## src/rtl/pipe_ctrl.sv

```systemverilog
// Pipeline control unit: turns load-use stalls, EX redirects and the MEM handshake into
// per-stage enable/bubble/flush strobes and a PC redirect. Perf counters under PIPE_CTRL_PERF_EN.
module pipe_ctrl #(
  parameter int unsigned FLUSH_CYCLES = 1,
  parameter int unsigned MEM_TIMEOUT  = 255,
  parameter int unsigned CNT_W        = 32
) (
  input  logic             i_clk,
  input  logic             i_rst_n,
  input  logic             i_ex_stall,
  input  logic             i_ex_redirect,
  input  logic [31:0]      i_ex_redirect_pc,
  input  logic             i_mem_req,
  input  logic             i_mem_ack,
  output logic             o_if_id_en,
  output logic             o_id_ex_en,
  output logic             o_ex_mem_en,
  output logic             o_mem_wb_en,
  output logic             o_ex_mem_bubble,
  output logic             o_mem_wb_bubble,
  output logic             o_if_id_flush,
  output logic             o_id_ex_flush,
  output logic             o_pc_load,
  output logic [31:0]      o_pc_next,
  output logic             o_mem_timeout,
  output logic [1:0]       o_ctrl_state,
  output logic [CNT_W-1:0] o_stall_cycles,
  output logic [CNT_W-1:0] o_flush_events,
  output logic [CNT_W-1:0] o_mem_wait_cycles
);

  typedef enum logic [1:0] {
    StRun     = 2'd0,
    StMemWait = 2'd1,
    StFlush   = 2'd2,
    StError   = 2'd3
  } state_e;

  localparam logic [3:0]  FlushInit  = 4'(FLUSH_CYCLES - 1);
  localparam logic [15:0] TimeoutVal = 16'(MEM_TIMEOUT);
  localparam state_e      RedirState = (FLUSH_CYCLES > 1) ? StFlush : StRun;

  state_e      r_state, w_state_d;
  logic [3:0]  r_flush_cnt, w_flush_cnt_d;
  logic [15:0] r_wait_cnt, w_wait_cnt_d;
  logic        r_mem_timeout, w_mem_timeout_d;
  logic        w_freeze;
  logic        w_apply;
  logic        w_stall_applied;

  always_comb begin
    w_state_d       = r_state;
    w_flush_cnt_d   = r_flush_cnt;
    w_wait_cnt_d    = r_wait_cnt;
    w_mem_timeout_d = r_mem_timeout;
    w_freeze        = 1'b0;
    w_apply         = 1'b0;
    w_stall_applied = 1'b0;

    unique case (r_state)
      StRun, StFlush: begin
        if (i_mem_req && !i_mem_ack) begin
          // Freeze wins; any pending flush count is dropped.
          w_freeze      = 1'b1;
          w_state_d     = StMemWait;
          w_wait_cnt_d  = 16'd1;
          w_flush_cnt_d = '0;
        end else begin
          w_apply = 1'b1;
          if (r_state == StFlush && r_flush_cnt > 4'd1) begin
            w_flush_cnt_d = r_flush_cnt - 4'd1;
          end else begin
            w_state_d     = StRun;
            w_flush_cnt_d = '0;
          end
        end
      end
      StMemWait: begin
        if (i_mem_ack) begin
          w_apply       = 1'b1;
          w_state_d     = StRun;
          w_flush_cnt_d = '0;
        end else begin
          w_freeze     = 1'b1;
          w_wait_cnt_d = (r_wait_cnt == 16'hFFFF) ? r_wait_cnt : r_wait_cnt + 16'd1;
          if (r_wait_cnt == TimeoutVal) begin
            w_state_d       = StError;
            w_mem_timeout_d = 1'b1;
          end
        end
      end
      StError: begin
        w_state_d = StError;
      end
      default: begin
        w_state_d = StRun;
      end
    endcase

    o_if_id_en      = (r_state != StError);
    o_id_ex_en      = (r_state != StError);
    o_ex_mem_en     = (r_state != StError);
    o_mem_wb_en     = (r_state != StError);
    o_ex_mem_bubble = 1'b0;
    o_mem_wb_bubble = 1'b0;
    o_if_id_flush   = 1'b0;
    o_id_ex_flush   = 1'b0;
    o_pc_load       = 1'b0;
    o_pc_next       = '0;

    if (w_freeze) begin
      o_if_id_en      = 1'b0;
      o_id_ex_en      = 1'b0;
      o_ex_mem_en     = 1'b0;
      o_mem_wb_bubble = 1'b1;
    end

    if (w_apply) begin
      if (i_ex_redirect) begin
        o_pc_load     = 1'b1;
        o_pc_next     = i_ex_redirect_pc;
        o_if_id_flush = 1'b1;
        o_id_ex_flush = 1'b1;
        w_state_d     = RedirState;
        w_flush_cnt_d = FlushInit;
      end else if (i_ex_stall) begin
        o_if_id_en      = 1'b0;
        o_id_ex_en      = 1'b0;
        o_ex_mem_bubble = 1'b1;
        w_stall_applied = 1'b1;
      end
    end

    if (r_state == StFlush) begin
      o_if_id_flush = 1'b1;
    end

    // Reset holds the pipeline empty regardless of state.
    if (!i_rst_n) begin
      o_if_id_en      = 1'b0;
      o_id_ex_en      = 1'b0;
      o_ex_mem_en     = 1'b0;
      o_mem_wb_en     = 1'b0;
      o_ex_mem_bubble = 1'b0;
      o_mem_wb_bubble = 1'b0;
      o_if_id_flush   = 1'b1;
      o_id_ex_flush   = 1'b1;
      o_pc_load       = 1'b0;
      o_pc_next       = '0;
      w_stall_applied = 1'b0;
    end
  end

  always_ff @(posedge i_clk) begin
    if (!i_rst_n) begin
      r_state       <= StRun;
      r_flush_cnt   <= '0;
      r_wait_cnt    <= '0;
      r_mem_timeout <= 1'b0;
    end else begin
      r_state       <= w_state_d;
      r_flush_cnt   <= w_flush_cnt_d;
      r_wait_cnt    <= w_wait_cnt_d;
      r_mem_timeout <= w_mem_timeout_d;
    end
  end

  assign o_mem_timeout = r_mem_timeout;
  assign o_ctrl_state  = r_state;

`ifdef PIPE_CTRL_PERF_EN
  localparam logic [CNT_W-1:0] CntMax = '1;

  logic [CNT_W-1:0] r_stall_cycles, r_flush_events, r_mem_wait_cycles;

  always_ff @(posedge i_clk) begin
    if (!i_rst_n) begin
      r_stall_cycles    <= '0;
      r_flush_events    <= '0;
      r_mem_wait_cycles <= '0;
    end else begin
      if (w_stall_applied && r_stall_cycles != CntMax) begin
        r_stall_cycles <= r_stall_cycles + CNT_W'(1);
      end
      if (o_pc_load && r_flush_events != CntMax) begin
        r_flush_events <= r_flush_events + CNT_W'(1);
      end
      if (r_state == StMemWait && r_mem_wait_cycles != CntMax) begin
        r_mem_wait_cycles <= r_mem_wait_cycles + CNT_W'(1);
      end
    end
  end

  assign o_stall_cycles    = r_stall_cycles;
  assign o_flush_events    = r_flush_events;
  assign o_mem_wait_cycles = r_mem_wait_cycles;
`else
  logic w_unused_perf;
  assign w_unused_perf     = w_stall_applied;
  assign o_stall_cycles    = '0;
  assign o_flush_events    = '0;
  assign o_mem_wait_cycles = '0;
`endif

endmodule
```

## config.mk

```make
export PLATFORM = sky130hd
export DESIGN_NAME = pipe_ctrl
export DESIGN_NICKNAME = d
export VERILOG_FILES = /design/src/rtl/pipe_ctrl.sv
export SDC_FILE = /design/constraint.sdc
export NUM_CORES = 1
export LEC_CHECK = 0
export ABC_AREA = 1
export BUFFER_PORTS_ARGS = -buffer_cell sky130_fd_sc_hd__buf_4
export CORE_UTILIZATION = 40
export DETAILED_ROUTE_END_ITERATION = 8
export PLACE_DENSITY_LB_ADDON = 0.2
export SLEW_MARGIN = 40
export SYNTH_ARGS = -nofsm -noshare
export SYNTH_HDL_FRONTEND = slang
export SYNTH_SLANG_ARGS = --single-unit
```

## constraint.sdc

```tcl
create_clock -name i_clk -period 3.8 [get_ports i_clk]
set_input_delay 0.19 -clock i_clk [delete_from_list [all_inputs] [get_ports i_clk]]
set_output_delay 0.19 -clock i_clk [all_outputs]
set_load 0.03 [all_outputs]
```

==> flow_metrics.py <==
metrics = {
    "run_status": {
        "status": "finished, final reports clean",
    },
    "setup_path": {
        "critical-path-top-delay-family": "buffers and inverters",
        "critical-path-max-stage-delay_ps": 460,
        "critical_path.endpoint": "o_pc_next[7]",
        "regToRegStartpoint": "o_ctrl_state[0]",
        "cp.required_ps": 3610,
        "cp.depth": 8,
        "timing.setup.critical_path_class": "reg2out",
        "slowest_stage": "sky130_fd_sc_hd__dfxtp_1",
        "crit_path_launch": "o_ctrl_state[0]",
        "timing.reg2reg.worst_path_depth": 6,
        "cp.arrival_ps": 2000,
        "critical_path.most_common_cell": "sky130_fd_sc_hd__nor2_2",
        "crit-reg2reg-capture": "r_wait_cnt[14]",
        "ff2ff_setup_slack_ps": 2130,
        "critical_path.cell_chain": "inv_1 -> a21oi_2 -> nor2_2 -> nand2_2 -> nor2_2 -> inv_2 -> nor2_1 -> buf_4",
        "worstSetupStartpointType": "flip-flop",
        "timing.critical_path.fanout_max": 32,
        "crit_buf_inv": 3,
        "critical_path.endpoint_type": "output port",
    },
    "power": {
        "power.static_leakage_nw": 1.57,
        "powerDensity_nw_per_um2": 248,
        "ir_worst_vdd_mv": 0.0978,
    },
    "placed_design": {
        "dpl-instance-area_sq_um": 2690,
        "finalWeightedCongestion": 0.807,
        "buffer_ports.inserted": 81,
        "placed_cells_incl_taps": 536,
        "detailedPlacementHpwl_mm": 4.43,
    },
    "die": {
        "top_level_ports": 178,
        "die_width_microns": 79.6,
        "dieHeight_microns": 79.6,
        "core.rowCount": 27,
        "die-area_sq_um": 6340,
        "core-area_sq_um": 5640,
        "initial_standard_cell_utilization_of_the_core_pct": 42.7,
    },
    "finish": {
        "ff_latch_area_sq_um": 460,
        "finalNonFillerCells": 540,
        "design_area_sq_um": 2730,
        "multi_input_area_sq_um": 1280,
        "n_fill_cell": 612,
        "layout.cells.most_common": "sky130_fd_sc_hd__conb_1",
        "mostFrequentLayoutCells": "sky130_fd_sc_hd__conb_1 (96), sky130_fd_sc_hd__buf_4 (81), sky130_fd_sc_hd__nor2_1 (75)",
        "layout_stage_area_growth_over_the_synthesis_result_pct": 13.5,
        "final_layout_size_suffix_gt1_share_pct": 21.6,
        "antenna_cells": 0,
        "final_net_count": 510,
    },
    "sta": {
        "timing.hold.ws_ps": 238,
        "final-max-slew-violation-count": 0,
        "worst_slew_pin_slew_ps": 545,
        "setup_viol_count_final": 0,
        "timing_hold_violations_final": 0,
        "slew-limit-headroom_pct": 63.7,
        "timing.clock.skew_ps": 5.88,
        "setup-tns-final_ps": 0,
        "final_period_minus_worst_setup_slack_ps": 2190,
        "fmax_mhz": 456,
        "rsz0062_at_grt": "no",
        "final_min_period_over_clock_period_pct": 57.7,
    },
    "global_routing": {
        "grt.overflow.total": 0,
        "number_of_global_route_vias_before_repair": 1823,
        "maximum_number_of_pins_on_one_net_before_global_route_repair": 33,
        "grt_first_pass_wirelength_mm": 8.29,
        "globalRouteTotalUtil_pct": 16.5,
        "initial_antenna_violation_count": 0,
    },
    "detailed_routing": {
        "wl_per_cell_microns": 9.79,
        "drt_first_iter_violations": 68,
        "vias": 2151,
        "wirelength_mm": 5.28,
        "postRouteAntennaNets": 0,
        "drt_pre_antenna_iters": 4,
        "viasPerCell": 3.98,
        "route.detailed.drc": 0,
    },
    "logic_synthesis": {
        "syn_avg_cell_area_sq_um": 6.18,
        "synth.yosys.warnings": 0,
        "yosysSeqAreaShare_pct": 19.1,
        "syn_inst": 390,
        "mappedNetlistArea_sq_um": 2410,
        "ys_types": 29,
        "flop_and_latch_count_out_of_synthesis": 23,
    },
    "cts": {
        "number_of_buffers_created_by_cts": 3,
        "cts-root-buf": "sky130_fd_sc_hd__clkbuf_8",
        "cts-resized-gates": 0,
        "cts_htree_levels": 1,
        "clk_pin_slew_ps": 80,
        "cts.sinks": 23,
        "worst_skew_late_latency_ps": 270,
        "cts_max_path_buffers": 2,
        "cts_setup_buffers": 0,
        "cts-hold-fix-buffers": 0,
        "cts_tree": "done",
    },
    "run": {
        "max_cap_violations": 0,
    },
    "hold_path": {
        "timing.hold.worst.class": "in2reg",
    },
}
metrics by stage:
stage                     power (mW)  util (%)  setup WS [ps]
after global placement         0.529      47.6           1930
final                          0.677      48.4           1610
after floorplan                0.540         -           1400
after CTS                      0.683      48.4           1570
after global routing           0.715      48.4           1380
after detailed placement       0.529      47.6           1890
worst min-delay path by stage:
stage                              from         endpoint  slack, ps  depth (start not counted)
after CTS                       i_rst_n  o_ctrl_state[1]        230                          3
after floorplan                 i_rst_n    r_wait_cnt[1]        370                          2
after global placement    o_mem_timeout    o_mem_timeout        440                          2
final                           i_rst_n  o_ctrl_state[1]        240                          3
after global routing            i_rst_n  o_ctrl_state[1]        230                          3
after detailed placement  o_mem_timeout    o_mem_timeout        450                          2
sequential cells by signal (all words and copies together) (netlist names):
signal / count
o_mem_timeout: 1
r_flush_cnt: 4
r_wait_cnt: 16
o_ctrl_state: 2
power by group:
| group | internal, mW | total (mW) | switching, mW |
|---|---|---|---|
| registers | 0.243 | 0.246 | 0.00275 |
| logic | 0.0608 | 0.278 | 0.217 |
| clock network | 0.0732 | 0.152 | 0.0792 |
| total | 0.377 | 0.677 | 0.299 |
final cells by class:
cell class	instances	share of cell area, %
Clock buffer	3	1.51
Multi-Input combinational cell	293	46.7
Clock inverter	1	0.183
Sequential cell	23	16.8
Timing Repair Buffer	81	22.3
Tap cell	72	3.30
Inverter	67	9.20
tightest hold or removal path, stage by stage:
cell and delay, ps:
sky130_fd_sc_hd__buf_4 130, sky130_fd_sc_hd__nand2_4 100, sky130_fd_sc_hd__a21oi_1 40
Yosys cell counts, drive strengths merged:
cell type / count / share of area, %
buf: 101 / 32
nor2: 80 / 13
inv: 66 / 10
nand2: 63 / 11
dfxtp: 23 / 19
nand3: 15 / 3.1
a21oi: 14 / 3.1
nand4: 7 / 2.4
nor3: 4 / 1.0
o21ai: 4 / 0.99
ha: 3 / 1.6
xor2: 2 / 0.73
clkbuf: 1 / 0.16
clkinv: 1 / 0.16
conb: 1 / 0.16
nand3b: 1 / 0.31
nor3b: 1 / 0.31
nor4: 1 / 0.26
o21bai: 1 / 0.31
or2: 1 / 0.26
cell families after synthesis:
logic type | Yosys count | synth area share (%)
compound gates | 19 | 4.36
buf+inv | 169 | 42.7
flops | 23 | 19.1
simple gates | 173 | 31.4
other cells | 1 | 0.156
fa+ha+maj | 3 | 1.56
xor+xnor | 2 | 0.727
layer usage:
| layer | part of all wire [%] | global-route usage [%] |
|---|---|---|
| met3 | 7.9 | 3.54 |
| met5 | 0 | 0 |
| met1 | 41 | 19.3 |
| met2 | 50 | 30.0 |
| met4 | 0.78 | 4.36 |
(Power assumes the default switching activity.)
